[src/rtl/multi_channel_fifo_queue.sv]
// NUM_CHANNELS circular FIFOs with per-channel request/ack push, drained round-robin into one registered output.
// Optional feature macro: MULTI_CHANNEL_FIFO_OCCUPANCY_EN exposes per-channel counts on occupancy_out.
module multi_channel_fifo_queue #(
    parameter int NUM_CHANNELS               = 4,
    parameter int CHANNEL_ID_WIDTH_IN_BITS   = 2,
    parameter int QUEUE_SIZE                 = 16,
    parameter int QUEUE_PTR_WIDTH_IN_BITS    = 4,
    parameter int SINGLE_ENTRY_WIDTH_IN_BITS = 32,
    parameter int ALMOST_FULL_THRESHOLD      = 12
) (
    input  logic                                                clk_in,
    input  logic                                                reset_in,
    input  logic [NUM_CHANNELS*SINGLE_ENTRY_WIDTH_IN_BITS-1:0] request_in,
    input  logic [NUM_CHANNELS-1:0]                             request_valid_in,
    output logic [NUM_CHANNELS-1:0]                             issue_ack_out,
    output logic [NUM_CHANNELS-1:0]                             is_empty_out,
    output logic [NUM_CHANNELS-1:0]                             is_full_out,
    output logic [NUM_CHANNELS-1:0]                             is_almost_full_out,
    output logic [SINGLE_ENTRY_WIDTH_IN_BITS-1:0]               request_out,
    output logic [CHANNEL_ID_WIDTH_IN_BITS-1:0]                 request_channel_out,
    output logic                                                request_valid_out,
    input  logic                                                issue_ack_in
`ifdef MULTI_CHANNEL_FIFO_OCCUPANCY_EN
    ,
    output logic [NUM_CHANNELS*(QUEUE_PTR_WIDTH_IN_BITS+1)-1:0] occupancy_out
`endif
);
    localparam int W = SINGLE_ENTRY_WIDTH_IN_BITS;
    localparam int P = QUEUE_PTR_WIDTH_IN_BITS;
    localparam int C = CHANNEL_ID_WIDTH_IN_BITS;

    logic [W-1:0]            r_mem [NUM_CHANNELS][QUEUE_SIZE];
    logic [P-1:0]            r_wr_ptr [NUM_CHANNELS];
    logic [P-1:0]            r_rd_ptr [NUM_CHANNELS];
    logic [P:0]              r_count  [NUM_CHANNELS];
    logic [C-1:0]            r_rr_last;
    logic [W-1:0]            r_request_data;
    logic [C-1:0]            r_request_channel;
    logic                    r_request_valid;

    logic [NUM_CHANNELS-1:0] w_push;
    logic [NUM_CHANNELS-1:0] w_pop;
    logic                    w_load_en;
    logic                    w_grant_found;
    logic [C-1:0]            w_grant;
    logic [W-1:0]            w_head;

    // Handshakes: a push on channel i happens on any edge where request_valid_in[i] & issue_ack_out[i];
    // the output entry is consumed on any edge where request_valid_out & issue_ack_in, and is held otherwise.
    assign w_load_en = ~r_request_valid | issue_ack_in;
    assign w_push    = issue_ack_out;

    for (genvar g = 0; g < NUM_CHANNELS; g++) begin : g_chan
        assign is_empty_out[g]       = (r_count[g] == '0);
        assign is_full_out[g]        = (r_count[g] == (P+1)'(QUEUE_SIZE));
        assign is_almost_full_out[g] = (r_count[g] >= (P+1)'(ALMOST_FULL_THRESHOLD));
        assign issue_ack_out[g]      = request_valid_in[g] & ~is_full_out[g];
        assign w_pop[g]              = w_load_en & w_grant_found & (w_grant == C'(g));
`ifdef MULTI_CHANNEL_FIFO_OCCUPANCY_EN
        assign occupancy_out[g*(P+1) +: (P+1)] = r_count[g];
`endif
        a_count_bound: assert property (@(posedge clk_in) disable iff (reset_in)
            r_count[g] <= (P+1)'(QUEUE_SIZE));
    end

    // Search starts just after the last granted channel, so every non-empty channel is served in turn.
    always_comb begin
        int idx;
        idx           = 0;
        w_grant_found = 1'b0;
        w_grant       = '0;
        for (int k = 1; k <= NUM_CHANNELS; k++) begin
            idx = (int'(r_rr_last) + k) % NUM_CHANNELS;
            if (!w_grant_found && !is_empty_out[C'(idx)]) begin
                w_grant_found = 1'b1;
                w_grant       = C'(idx);
            end
        end
    end

    assign w_head = r_mem[w_grant][r_rd_ptr[w_grant]];

    always_ff @(posedge clk_in) begin
        if (reset_in) begin
            for (int i = 0; i < NUM_CHANNELS; i++) begin
                r_wr_ptr[i] <= '0;
                r_rd_ptr[i] <= '0;
                r_count[i]  <= '0;
            end
            r_rr_last         <= C'(NUM_CHANNELS - 1);
            r_request_valid   <= 1'b0;
            r_request_data    <= '0;
            r_request_channel <= '0;
        end else begin
            for (int i = 0; i < NUM_CHANNELS; i++) begin
                if (w_push[i]) begin
                    r_wr_ptr[i] <= r_wr_ptr[i] + 1'b1;
                end
                if (w_pop[i]) begin
                    r_rd_ptr[i] <= r_rd_ptr[i] + 1'b1;
                end
                if (w_push[i] && !w_pop[i]) begin
                    r_count[i] <= r_count[i] + 1'b1;
                end else if (!w_push[i] && w_pop[i]) begin
                    r_count[i] <= r_count[i] - 1'b1;
                end
            end
            if (w_load_en) begin
                r_request_valid <= w_grant_found;
                if (w_grant_found) begin
                    r_request_data    <= w_head;
                    r_request_channel <= w_grant;
                    r_rr_last         <= w_grant;
                end
            end
        end
    end

    // Storage is deliberately left out of reset; pointers alone define what is valid.
    always_ff @(posedge clk_in) begin
        for (int i = 0; i < NUM_CHANNELS; i++) begin
            if (w_push[i]) begin
                r_mem[i][r_wr_ptr[i]] <= request_in[i*W +: W];
            end
        end
    end

    assign request_out         = r_request_data;
    assign request_channel_out = r_request_channel;
    assign request_valid_out   = r_request_valid;

endmodule
[config.mk]
export PLATFORM = sky130hd
export DESIGN_NAME = multi_channel_fifo_queue
export DESIGN_NICKNAME = d
export VERILOG_FILES = /design/src/rtl/multi_channel_fifo_queue.sv
export SDC_FILE = /design/constraint.sdc
export NUM_CORES = 2
export LEC_CHECK = 0
export CORE_MARGIN = 1
export CORE_UTILIZATION = 60
export DETAILED_ROUTE_END_ITERATION = 8
export PLACE_DENSITY = 0.77
export SKIP_LAST_GASP = 1
export SLEW_MARGIN = 20
export SYNTH_ARGS = -nofsm -noshare
export SYNTH_HDL_FRONTEND = slang
export SYNTH_SLANG_ARGS = --single-unit
export TNS_END_PERCENT = 100
[constraint.sdc]
create_clock -name clk_in -period 9.2 [get_ports clk_in]
set_input_delay 1.84 -clock clk_in [delete_from_list [all_inputs] [get_ports clk_in]]
set_output_delay 1.84 -clock clk_in [all_outputs]
set_load 0.02 [all_outputs]
Word-level counts from Yosys, hierarchy flattened
Memory sizes are Yosys's and may differ from the RTL's.
Index checks and enable logic that the tools add are counted.
{"block": "totals", "out_inout_bits": 51, "register_bits": 37, "mem_count": 4, "mem_bits_rw": 2100}
{"block": "classes", "n_lt_le_gt_ge": 17, "muxes": 105, "reduce_logical": 34, "n_bitwise": 36, "addsub": 20, "eq_ne": 7}
{"name": "r_mem", "words": 4, "word_bits": 512, "read_ports": 1, "rd_clocked_by_memory_dff": 0, "wr": 4, "line": "32", "source": "logic [W-1:0] r_mem [NUM_CHANNELS][QUEUE_SIZE];"}
{"name": "r_count", "words": 4, "word_bits": 5, "read_ports": 4, "rd_clocked_by_memory_dff": 0, "wr": 4, "line": "35", "source": "logic [P:0] r_count [NUM_CHANNELS];"}
{"name": "r_rd_ptr", "words": 4, "word_bits": 4, "read_ports": 5, "rd_clocked_by_memory_dff": 0, "wr": 4, "line": "34", "source": "logic [P-1:0] r_rd_ptr [NUM_CHANNELS];"}
{"name": "r_wr_ptr", "words": 4, "word_bits": 4, "read_ports": 4, "rd_clocked_by_memory_dff": 0, "wr": 4, "line": "33", "source": "logic [P-1:0] r_wr_ptr [NUM_CHANNELS];"}
{"operator": "$mux W512", "n": 4}
{"operator": "$demux W32 S4", "n": 4}
{"operator": "$mux W32", "n": 6}
{"operator": "$bmux W32 S4", "n": 1}
{"operator": "$mux W1", "n": 66}
{"operator": "$mux W5", "n": 8}
{"operator": "$add A4 B1 Y4 const B", "n": 8}
{"operator": "$mux W4", "n": 8}
{"operator": "$ge A5 B5 Y1 const B", "n": 5}
{"operator": "$not A4 Y5", "n": 5}
{"operator": "$add A5 B1 Y5 const B", "n": 4}
{"operator": "$eq A5 B5 Y1 const B", "n": 4}
{"operator": "$ge A5 B4 Y1 const B", "n": 4}
{"operator": "$logic_not A5 Y1", "n": 4}
{"operator": "$lt A5 B1 Y1 const B", "n": 4}
{"operator": "$sub A5 B1 Y5 const B", "n": 4}
{"operator": "$or A1 B1 Y1", "n": 17}
{"operator": "$lt A2 B4 Y1 const B", "n": 4}
{"operator": "$logic_and A1 B1 Y1", "n": 15}
{"operator": "$logic_not A1 Y1", "n": 13}
{"operator": "$and A1 B1 Y1", "n": 9}
{"operator": "$bmux W1 S2", "n": 4}
{"operator": "$mux W2", "n": 4}
{"operator": "$not A1 Y1", "n": 5}
{"operator": "6 further kinds", "n": 9}

Logic depth before layout (Yosys ltp)
{"block": "depth", "depth_word": 22, "ltp_mapped": 19, "ltp_nobuf": 15}

Worst setup path before layout
Ideal clock, no wire load.
{"block": "synth_path", "path_kind": "input -> register", "from": "input port request_valid_in[2]", "to": "memory r_mem[2][480] in the netlist's numbering, enable pin", "setup_time_ps": 461, "t_required_ps": 8739, "setup_slack_ps": 4143, "arrival_time_ps": 4596, "cell_stages": 4, "path_cell_list": "nand2_1 inv_1 nand2_1 nor3_1"}
{"item": "start, declared", "line": "14", "source": "input logic [NUM_CHANNELS-1:0] request_valid_in,"}
{"item": "end, declared", "line": "32"}

==> results.py <==
metrics = {
    "outcome": {
        "outcome": "finished with violations",
        "violations": "design-rule violations",
    },
    "die": {
        "die-width_um": 383,
        "floorplan.initialDensity_pct": 60.5,
        "die_h_um": 383,
        "num_rows": 139,
        "floorplan.core_area_sq_um": 144000,
        "dieArea_sq_um": 147000,
        "design.portCount": 186,
    },
    "global_routing": {
        "grt_antenna_before_repair": 28,
        "grt_first_pass_wirelength_mm": 409,
        "via_count_of_the_first_global_routing_pass": 58864,
        "grt_usage_pct": 39.2,
        "grt_start_max_net_pins": 239,
        "grt.overflow.total": 0,
    },
    "job": {
        "drv_cap": 0,
    },
    "setup_path": {
        "critical_path_s_largest_stage_delay_ns": 0.88,
        "worst_ep_required_time_ns": 9.96,
        "endpoint_kind": "flop",
        "cp_slowest_cell": "buf_4",
        "ff2ff_setup_slack_ns": 3.13,
        "critPathMaxFanout": 124,
        "crit_chain": "or4_1 > nor4_1 > nor2_4 > nand3_4 > buf_12 > buf_16 > buf_4 > nand2_1 > a221o_1 > a31oi_1 > o221ai_1 > nand4_1",
        "worst-setup-path-type": "flop to flop",
        "timing.critical_path.arrival_ns": 6.83,
        "cp_num_buf_inv": 3,
        "worstSetupStartpointType": "flop",
        "cp_top_family": "simple AND/OR/NAND/NOR gates",
    },
    "cts": {
        "postCtsSetupBuffers": 0,
        "cts_hold_repair.buffers": 0,
        "cts.path.max_buffers": 3,
        "numClockSinks": 2137,
        "postCtsResizedCells": 0,
        "tritoncts": "yes",
        "clock_insertion_delay_worst_skew_ns": 0.84,
        "clock_tree.root_cell": "clkbuf_16",
        "clk_transition_reported_paths_ns": 0.06,
        "numCtsBuffers": 201,
        "htree_levels": 4,
    },
    "timing": {
        "worstMarginPinSlew_ns": 1.31,
        "grt_setup_unrepaired": "no",
        "timing.final.setup_violations": 0,
        "fin_tns_setup_ns": 0,
        "finalHoldViolations": 0,
        "report.final.slew_viol_count": 0,
        "finalClockSkew_ns": 0.0302,
        "timing.max_slew.rel_slack_pct": 12.4,
        "finalWorstSetupSlack_ns": 3.13,
        "period_minus_slack_ns": 6.07,
        "final_min_period_over_clock_period_pct": 65.9,
        "max_clock_freq_mhz": 165,
    },
    "place": {
        "pre_cts_ws_ns": 3.36,
        "routabilityCongestion": 0.853,
        "placed_cells": 7807,
        "post-dp-hpwl_mm": 142,
        "io_buffers": 185,
    },
    "yosys": {
        "syn_avg_cell_area_sq_um": 14.1,
        "synth_top_area_share_pct": 72.4,
        "yosys-top-cells-count": "edfxtp_1 (2100), nand2_1 (957), a21oi_1 (641), clkbuf_1 (366), a221oi_1 (282)",
        "synth.net_count": 6346,
        "yosys_register_bits": 2137,
        "yosys.area.top_type": "edfxtp_1",
        "synthArstFlopShare_pct": 0,
        "netlist_top_cells_area": "edfxtp_1 (72%), nand2_1 (4.1%), a21oi_1 (3.7%)",
        "yosys_warnings": 0,
        "ys_dominant_reg_cell": "edfxtp_1",
        "yosysSeqAreaShare_pct": 73.3,
        "synth_enable_flop_cells": 2100,
        "yosys.cell_count.top_type": "edfxtp_1",
        "syn_area_sq_um": 87100,
        "synth_cell_type_count": 70,
        "netlist_instances": 6176,
    },
    "drt": {
        "vias": 61709,
        "drt_iter0_drc": 12266,
        "detail_route.vias_per_cell": 7.53,
        "route.antenna.remaining_nets": 0,
        "wl_mm": 292,
        "post-route-drc-count": 6,
        "drt-pass1-iter-count": 9,
        "post_drt_wl_per_cell_um": 35.6,
    },
    "power_and_ir_drop": {
        "p_leak_nw": 31.2,
        "power-per-cell-area_nw_per_um2": 364,
        "irDropWorstVdd_uv": 985,
    },
    "final_layout": {
        "final_net_count": 6278,
        "synthToLayoutAreaGrowth_pct": 11.3,
        "final_layout_size_suffix_gt1_share_pct": 7.92,
        "final_cells": 8193,
    },
    "worst_hold_path": {
        "timing.hold.worst.class": "flop to flop",
    },
}
-- report_power, final --
part,internal [mW],switching (mW)
registers,11.2,0.275
clock network,4.63,3.57
logic,4.76,10.9
-- cells by family (layout without fill, tap and decap cells) --
family / after synthesis / after routing / share of synthesized area (%)
DFF: 2137 / 2137 / 73.3
AOI/OAI and AO/OA: 1670 / 1670 / 13.6
and+or+nand+nor: 1615 / 1615 / 8.37
buffers and inverters: 592 / 695 / 2.84
muxes: 100 / 100 / 1.16
adders and majority gates: 35 / 35 / 0.529
xor gates and xnor gates: 27 / 27 / 0.272
other: 0 / 11 / 0
-- metal layers --
| metal | up-vias | GRT usage [%] | routed length [um] |
|---|---|---|---|
| met5 | - | 0 | 159 |
| met4 | 24 | 24.6 | 20900 |
| met3 | 1204 | 12.4 | 48300 |
| met2 | 6140 | 56.2 | 126000 |
| met1 | 29923 | 52.1 | 96700 |
| li1 | 24418 | - | - |
-- area by class of cell --
class	count	area (sq um)
antenna	11	27.5
clock inverter	101	906
sequential	2137	63800
clock buffer	273	5550
inverter	25	93.8
timing repair buffer	296	2840
fill	9341	46900
tap	1903	2380
multi-input combinational	3447	21300
-- tightest hold or removal path, delay by kind of cell (launching register included) --
family	cells	cell delay, ns
flops	1	0.33
simple gates	1	0.07
compound gates	1	0.05
-- cell usage in the layout (no fill, tap or decap), types with 90 or more instances in the layout --
master	netlist	routed
clkbuf_16	0	206
a221oi_1	282	282
edfxtp_1	2100	2100
a32oi_1	145	144
nand4_1	158	158
buf_4	16	99
or3_1	93	92
nand2_1	957	957
o31ai_1	269	269
clkdlybuf4s50_1	0	185
mux2i_1	90	90
a21oi_1	641	641
a41oi_1	133	133
nand3_1	154	151
-- sequential cells by signal, summed over array words and instances (netlist names) --
register and count:
request_channel_out 2, r_mem 2048, r_rd_ptr 16, request_out 32, r_count 20, r_wr_ptr 16, request_valid_out 1, r_rr_last 2
-- worst paths after layout --
| kind | cells after the start | to | startpoint |
|---|---|---|---|
| hold reg to reg | 2 | request_channel_out[1] | request_channel_out[1] |
| setup / recovery | 12 | request_out[23] | r_count[2][0] |
| setup reg to reg | 12 | request_out[23] | r_count[2][0] |
| hold / removal | 2 | request_channel_out[1] | request_channel_out[1] |
-- metrics by stage --
step,util (%),total power [mW],hold slack [ns],instance area (sq um)
CTS,67.3,34.6,0.517,96900
global route,67.4,36.3,0.554,96900
detailed placement,62.9,26.5,0.505,90400
finish,67.4,35.3,0.505,96900
global placement,62.9,26.2,0.511,90400
floorplan,-,22.0,0.504,87100
Power figures use the tool's default switching activity.
